<file path="src/rtl/fft256_window_framer_if.sv">
// Single AXI-Stream link (data, valid, ready, last) used for both the sample input
// and the windowed output of the FFT window framer.
interface fft256_window_framer_if #(
    parameter int DATA_WIDTH = 16
);
    logic [DATA_WIDTH-1:0] tdata;
    logic                  tvalid;
    logic                  tready;
    logic                  tlast;

    modport master (output tdata, output tvalid, output tlast, input tready);
    modport slave  (input tdata, input tvalid, input tlast, output tready);
endinterface

</file>
<file path="src/rtl/fft256_window_framer.sv">
// Window-and-frame front end for the 256-point FFT: per-sample coefficient multiply with
// round/saturate, exact NUM_POINTS framing, and zero padding after an early input tlast.
module fft256_window_framer #(
    parameter int DATA_WIDTH = 16,
    parameter int DATA_FRAC  = 12,
    parameter int COEF_WIDTH = 16,
    parameter int NUM_POINTS = 256,
    localparam int AW = $clog2(NUM_POINTS)
) (
    input  logic                  clk,
    input  logic                  rst_n,
    fft256_window_framer_if.slave  s_axis,
    fft256_window_framer_if.master m_axis,
    input  logic                  cfg_we,
    input  logic [AW-1:0]         cfg_addr,
    input  logic [COEF_WIDTH-1:0] cfg_wdata,
    input  logic                  win_bypass,
    output logic                  frame_err,
    output logic                  dbg_state
);
    localparam int PW = DATA_WIDTH + COEF_WIDTH + 1;
    localparam logic [AW-1:0] LAST_IDX = AW'(NUM_POINTS - 1);
    localparam logic [COEF_WIDTH-1:0] COEF_ONE = {1'b1, {(COEF_WIDTH-1){1'b0}}};
    localparam logic signed [PW-1:0] RND =
        {{(PW-COEF_WIDTH+1){1'b0}}, 1'b1, {(COEF_WIDTH-2){1'b0}}};
    localparam logic signed [PW-1:0] SAT_MAX =
        {{(PW-DATA_WIDTH+1){1'b0}}, {(DATA_WIDTH-1){1'b1}}};
    localparam logic signed [PW-1:0] SAT_MIN =
        {{(PW-DATA_WIDTH+1){1'b1}}, {(DATA_WIDTH-1){1'b0}}};

    if (DATA_FRAC >= DATA_WIDTH) begin : g_bad_frac
        $error("DATA_FRAC must be smaller than DATA_WIDTH");
    end

    typedef enum logic {PASS = 1'b0, PAD = 1'b1} state_t;

    state_t                        state;
    logic [AW-1:0]                 idx;
    logic                          bypass_frame;
    logic                          s1_valid;
    logic signed [DATA_WIDTH-1:0]  s1_data;
    logic                          s1_last;
    logic                          s1_bypass;
    logic [COEF_WIDTH-1:0]         coef_q;
    logic [COEF_WIDTH-1:0]         coef_ram [NUM_POINTS];
    logic                          en;
    logic                          accept;
    logic                          issue;
    logic                          eff_bypass;
    logic [COEF_WIDTH-1:0]         coef_eff;
    logic signed [PW-1:0]          prod;
    logic signed [PW-1:0]          rounded;
    logic [DATA_WIDTH-1:0]         sat_data;

    // Valid/ready: a beat transfers on a rising edge where valid && ready are both high;
    // a master holds data/last stable while valid && !ready. The whole pipeline advances
    // on en, so input ready is combinational from downstream ready.
    assign en            = !m_axis.tvalid || m_axis.tready;
    assign s_axis.tready = rst_n && en && (state == PASS);
    assign accept        = s_axis.tvalid && s_axis.tready;
    assign issue         = accept || (en && (state == PAD));
    assign frame_err     = accept && s_axis.tlast && (idx != LAST_IDX);
    assign eff_bypass    = (idx == '0) ? win_bypass : bypass_frame;
    assign dbg_state     = (state == PAD);

    // Read-before-write: a same-address write this cycle is seen by the next read only.
    always_ff @(posedge clk) begin
        if (cfg_we) coef_ram[cfg_addr] <= cfg_wdata;
        if (en) coef_q <= coef_ram[idx];
    end

    always_comb begin
        coef_eff = s1_bypass ? COEF_ONE : coef_q;
        prod     = s1_data * $signed({1'b0, coef_eff});
        rounded  = (prod + RND) >>> (COEF_WIDTH - 1);
        if (rounded > SAT_MAX)      sat_data = SAT_MAX[DATA_WIDTH-1:0];
        else if (rounded < SAT_MIN) sat_data = SAT_MIN[DATA_WIDTH-1:0];
        else                        sat_data = rounded[DATA_WIDTH-1:0];
    end

    always_ff @(posedge clk) begin
        if (!rst_n) begin
            state         <= PASS;
            idx           <= '0;
            bypass_frame  <= 1'b0;
            s1_valid      <= 1'b0;
            s1_data       <= '0;
            s1_last       <= 1'b0;
            s1_bypass     <= 1'b0;
            m_axis.tvalid <= 1'b0;
            m_axis.tdata  <= '0;
            m_axis.tlast  <= 1'b0;
        end else if (en) begin
            s1_valid <= issue;
            if (issue) begin
                idx       <= idx + AW'(1);
                s1_data   <= (state == PASS) ? s_axis.tdata : '0;
                s1_last   <= (idx == LAST_IDX);
                s1_bypass <= eff_bypass;
                if (idx == '0) bypass_frame <= win_bypass;
                if (state == PASS && s_axis.tlast && idx != LAST_IDX) state <= PAD;
                if (state == PAD && idx == LAST_IDX) state <= PASS;
            end
            m_axis.tvalid <= s1_valid;
            if (s1_valid) begin
                m_axis.tdata <= sat_data;
                m_axis.tlast <= s1_last;
            end
        end
    end
endmodule

</file>
<file path="src/flat_wrapper.sv">
// flat-port wrapper written by rule: the top's interface ports become plain ports
module fft256_window_framer_flat 
#(
    parameter int DATA_WIDTH = 16,
    parameter int DATA_FRAC  = 12,
    parameter int COEF_WIDTH = 16,
    parameter int NUM_POINTS = 256,
    localparam int AW = $clog2(NUM_POINTS)
)
  (clk, rst_n, cfg_we, cfg_addr, cfg_wdata, win_bypass, frame_err, dbg_state, s_axis_tdata, s_axis_tvalid, s_axis_tlast, s_axis_tready, m_axis_tdata, m_axis_tvalid, m_axis_tlast, m_axis_tready);
  fft256_window_framer_if #(.DATA_WIDTH(DATA_WIDTH)) s_axis_i ();
  fft256_window_framer_if #(.DATA_WIDTH(DATA_WIDTH)) m_axis_i ();
  input  logic clk;
  input  logic rst_n;
  input  logic cfg_we;
  input  logic [AW-1:0] cfg_addr;
  input  logic [COEF_WIDTH-1:0] cfg_wdata;
  input  logic win_bypass;
  output logic frame_err;
  output logic dbg_state;
  input wire logic [$bits(s_axis_i.tdata)-1:0] s_axis_tdata;
  input wire logic [$bits(s_axis_i.tvalid)-1:0] s_axis_tvalid;
  input wire logic [$bits(s_axis_i.tlast)-1:0] s_axis_tlast;
  output wire logic [$bits(s_axis_i.tready)-1:0] s_axis_tready;
  output wire logic [$bits(m_axis_i.tdata)-1:0] m_axis_tdata;
  output wire logic [$bits(m_axis_i.tvalid)-1:0] m_axis_tvalid;
  output wire logic [$bits(m_axis_i.tlast)-1:0] m_axis_tlast;
  input wire logic [$bits(m_axis_i.tready)-1:0] m_axis_tready;
  assign s_axis_i.tdata = s_axis_tdata;
  assign s_axis_i.tvalid = s_axis_tvalid;
  assign s_axis_i.tlast = s_axis_tlast;
  assign s_axis_tready = s_axis_i.tready;
  assign m_axis_tdata = m_axis_i.tdata;
  assign m_axis_tvalid = m_axis_i.tvalid;
  assign m_axis_tlast = m_axis_i.tlast;
  assign m_axis_i.tready = m_axis_tready;
  fft256_window_framer #(.DATA_WIDTH(DATA_WIDTH), .DATA_FRAC(DATA_FRAC), .COEF_WIDTH(COEF_WIDTH), .NUM_POINTS(NUM_POINTS)) u_core (.clk(clk), .rst_n(rst_n), .s_axis(s_axis_i), .m_axis(m_axis_i), .cfg_we(cfg_we), .cfg_addr(cfg_addr), .cfg_wdata(cfg_wdata), .win_bypass(win_bypass), .frame_err(frame_err), .dbg_state(dbg_state));
endmodule
</file>
<file path="config.mk">
export PLATFORM = sky130hd
export DESIGN_NAME = fft256_window_framer_flat
export DESIGN_NICKNAME = d
export VERILOG_FILES = /design/src/rtl/fft256_window_framer_if.sv /design/src/rtl/fft256_window_framer.sv /design/src/flat_wrapper.sv
export SDC_FILE = /design/constraint.sdc
export NUM_CORES = 2
export LEC_CHECK = 0
export CAP_MARGIN = 10
export CORE_MARGIN = 2
export CORE_UTILIZATION = 45
export DETAILED_ROUTE_END_ITERATION = 10
export PLACE_DENSITY = 0.65
export SETUP_SLACK_MARGIN = 0.5
export SYNTH_ARGS = -nofsm -noshare
export SYNTH_HDL_FRONTEND = slang
export SYNTH_SLANG_ARGS = --single-unit
</file>
<file path="constraint.sdc">
create_clock -name clk -period 6.55 [get_ports clk]
set_clock_uncertainty 0.15 [all_clocks]
set_input_delay 1.965 -clock clk [delete_from_list [all_inputs] [get_ports clk]]
set_output_delay 1.965 -clock clk [all_outputs]
set_load 0.005 [all_outputs]
</file>
==> flow_metrics.env <==
export IMPL_status="finished with violations"
export IMPL_violations="setup timing"
export IMPL_start_util=0.4526
export IMPL_synthTopCellsByArea="edfxtp_1, mux4_2, fa_1"
export IMPL_final_core_util=0.5167
export IMPL_swShare=0.2318
export IMPL_highest_layer="met5"
export IMPL_power_density_nw_per_um2=309.1
export IMPL_yosysMostFrequentCell="edfxtp_1"
export IMPL_report_final_setup_viol=1
export IMPL_synth_edff_count=4112
export IMPL_path_max_fanout=7
export IMPL_grtUsageTotal=0.2189
export IMPL_endpoint="u_core.m_axis.tdata[10]$_SDFFE_PN0P_"
export IMPL_vias=79350
export IMPL_wl_met3_um=36280
export IMPL_drtAntennaViolNets=0
export IMPL_layout_nets=8342
export IMPL_worstSetupStartpointType="flip-flop"
export IMPL_post_dp_cell_area_um2=177300
export IMPL_timing_rr_start="u_core.s1_bypass$_SDFFE_PN0P_"
export IMPL_globalplace_congestion=0.8433
export IMPL_overflow=0
export IMPL_drive_above_1_share=0.3124
export IMPL_tightest_slew_ns=1.415
export IMPL_grt_pass1_vias=80160
export IMPL_h_tree_depth=5
export IMPL_crit_path_end_kind="flip-flop"
export IMPL_rsz0062_at_grt="true"
export IMPL_arrival_ns=7.25
export IMPL_dr_first_iter_drc_count=10405
export IMPL_ys_flop_type="edfxtp_1"
export IMPL_die_height_um=613.8
export IMPL_synthesis_area_um2=167300
export IMPL_crit_required_ns=7.23
export IMPL_slew_violations=0
export IMPL_root_buffer="clkbuf_16"
export IMPL_worst_slack_ns=-0.02216
export IMPL_fin_crit_sh=1.003
export IMPL_dieArea_um2=376800
export IMPL_p_leak_uw=0.05949
export IMPL_ys_warn_count=0
export IMPL_hold_viol_final=0
export IMPL_dpl_hpwl_um=245300
export IMPL_grt_first_pass_wirelength_um=590900
export IMPL_numCtsBuffers=413
export IMPL_path_clk_slew_ns=0.07
export IMPL_synthArstFlopShare=0
export IMPL_first_pass_iters=6
export IMPL_ys_seq_area_frac=0.7434
export IMPL_core_area_um2=369700
export IMPL_post_route_drc_count=0
export IMPL_cp_startpoint="u_core.s1_bypass$_SDFFE_PN0P_"
export IMPL_peakVddDrop_uv=244.9
export IMPL_cts_hold_buf=0
export IMPL_grt_max_degree=146
export IMPL_viasPerCell=5.979
export IMPL_final_area_um2=191000
export IMPL_ys_types=53
export IMPL_synthToLayoutAreaGrowth_pct=14.16
export IMPL_power_frac_comb=0.117
export IMPL_criticalPathCategory="reg -> reg"
export IMPL_clk_path_buf_depth=4
export IMPL_synth_seq_cells=4158
export IMPL_hold_path_class="reg -> reg"
export IMPL_syn_area_per_cell_um2=22.74
export IMPL_yosysTopAreaCellShare=0.7379
export IMPL_insertion_delay_ns=0.96
export IMPL_period_minus_slack_ns=6.572
export IMPL_rows=223
export IMPL_wl_per_cell_um=31.01
export IMPL_r2r_setup_slack_ns=-0.02
export IMPL_p_clk_frac=0.385
export IMPL_yosysTopAreaCell="edfxtp_1"
export IMPL_ios=68
export IMPL_cts_tree="yes"
export IMPL_syn_inst=7359
export IMPL_internal_power_uw=45360
export IMPL_antenna_found_initial=28
export IMPL_dieWidth_um=613.8
export IMPL_io_buffer_count=67
export IMPL_timing_fmax_mhz=152.2
export IMPL_slew_headroom=0.05663
export IMPL_r2r_cells=26
export IMPL_p_sw_uw=13690
export IMPL_syn_num_nets=7719
export IMPL_m1WireLength_um=165700
export IMPL_max_cap_viol_count=0
export IMPL_finalPower_uw=59050
export IMPL_synth_commonest_cells="edfxtp_1, mux4_2, nor2_1, clkbuf_1, inv_1"
export IMPL_numClockSinks=4158
export IMPL_wl_met2_um=198300
export IMPL_wl_um=411600
export IMPL_r2r_end="u_core.m_axis.tdata[10]$_SDFFE_PN0P_"
export IMPL_power_frac_seq=0.498
## area by class of cell
| type | instances | area, um2 |
|---|---|---|
| Inverter | 251 | 942.2 |
| Multi-Input combinational cell | 2553 | 41000 |
| Sequential cell | 4158 | 124400 |
| Tap cell | 4950 | 6193 |
| Clock inverter | 245 | 2108 |
| Fill cell | 28227 | 178700 |
| Clock buffer | 497 | 10780 |
| Timing Repair Buffer | 605 | 5547 |
| Antenna cell | 13 | 32.53 |
## worst min-delay path by stage
stage / depth (start not counted) / slack (ns) / start / to
floorplan: 2 / 0.28 / u_core.s1_last$_SDFFE_PN0P_ / u_core.m_axis.tlast$_SDFFE_PN0P_
global placement: 1 / 0.31 / u_core.s1_data[6]$_SDFFE_PN0P_ / u_core.s1_data[6]$_SDFFE_PN0P_
detailed placement: 1 / 0.33 / u_core.s1_data[6]$_SDFFE_PN0P_ / u_core.s1_data[6]$_SDFFE_PN0P_
CTS: 2 / 0.34 / u_core.m_axis.tlast$_SDFFE_PN0P_ / u_core.m_axis.tlast$_SDFFE_PN0P_
global route: 1 / 0.37 / u_core.s1_data[6]$_SDFFE_PN0P_ / u_core.s1_data[6]$_SDFFE_PN0P_
finish: 2 / 0.33 / u_core.m_axis.tlast$_SDFFE_PN0P_ / u_core.m_axis.tlast$_SDFFE_PN0P_
## power by group through the flow
stage | Sequential [uW] | Combinational [uW] | Clock [uW]
2_1_floorplan | 29900 | 4150 | 0
3_3_place_gp | 30000 | 6600 | 0
3_5_place_dp | 30000 | 6670 | 0
4_1_cts | 29400 | 6910 | 23100
5_1_grt | 29400 | 7450 | 24200
6_report | 29400 | 6900 | 22700
## per-stage QoR
stage	TNS, ns	instances	setup slack [ns]	hold WS (ns)
6_report	-0.02216	13272	-0.02216	0.3343
3_5_place_dp	-1.200	12483	-0.1309	0.3260
4_1_cts	0	13255	0.07756	0.3441
3_3_place_gp	-0.7218	12483	-0.06755	0.3081
2_1_floorplan	0	7359	0.1716	0.2784
5_1_grt	-2.611	13261	-0.2441	0.3656
## sequential cells by signal, summed over array words and instances (netlist names), 8 cells and up
register and count:
u_core.coef_ram 4096, u_core.idx 8, u_core.s1_data 16, u_core.m_axis.tdata 16, u_core.coef_q 16
## per-layer routing
layer / track usage / vias up
met2: 0.3466 / 3734
li1: - / 31909
met4: 0.05753 / 16
met1: 0.3150 / 43148
met5: 0 / -
met3: 0.04109 / 543
## logic make-up after synthesis
kind of cell             count (synthesis)  synth area share
multiplexers                          1362            0.1832
AND/OR/NAND/NOR                        703           0.01901
flip-flops                            4158            0.7434
XOR/XNOR                                18         0.0009421
adder cells (fa/ha/maj)                313           0.03211
buffers and inverters                  648           0.01542
AO/OA/AOI/OAI                          157          0.005982
## worst max-delay path, cell delays in order (launching register included)
cell,delay (ns)
dfxtp_4,0.35
buf_12,0.14
buf_12,0.13
nor2b_4,0.19
buf_12,0.16
buf_12,0.11
nand2_1,0.06
fa_2,0.53
inv_2,0.04
fa_2,0.58
fa_1,0.44
fa_2,0.36
fa_1,0.53
inv_1,0.06
fa_1,0.50
inv_2,0.05
ha_4,0.28
nand4_1,0.22
nor2_2,0.21
and3_4,0.20
o211ai_1,0.12
buf_4,0.20
a31oi_4,0.22
a221oi_4,0.10
a21oi_2,0.23
buf_6,0.19
a21oi_1,0.09
## what timing repair did
| action | 4_1_cts | 5_1_grt |
|---|---|---|
| cloned | 5 | 0 |
| endpoints found under the setup margin | 16 | 16 |
| pin swaps | 39 | 15 |
| gates resized for setup | 89 | 29 |
| buffers inserted | 25 | 4 |
## cells in the final DEF, fill, tap and decap left out, types with 31 or more instances in the layout
master / n
clkinv_1: 113
dfxtp_1: 39
and2_1: 111
clkbuf_16: 419
clkdlybuf4s50_1: 51
clkbuf_1: 78
inv_1: 245
fa_1: 179
edfxtp_1: 4112
nand2_1: 163
nor2_1: 282
mux4_2: 1360
buf_12: 54
clkinv_2: 60
bufinv_16: 31
ha_1: 109
buf_4: 467
No activity file was read; power rests on OpenSTA's default activity.
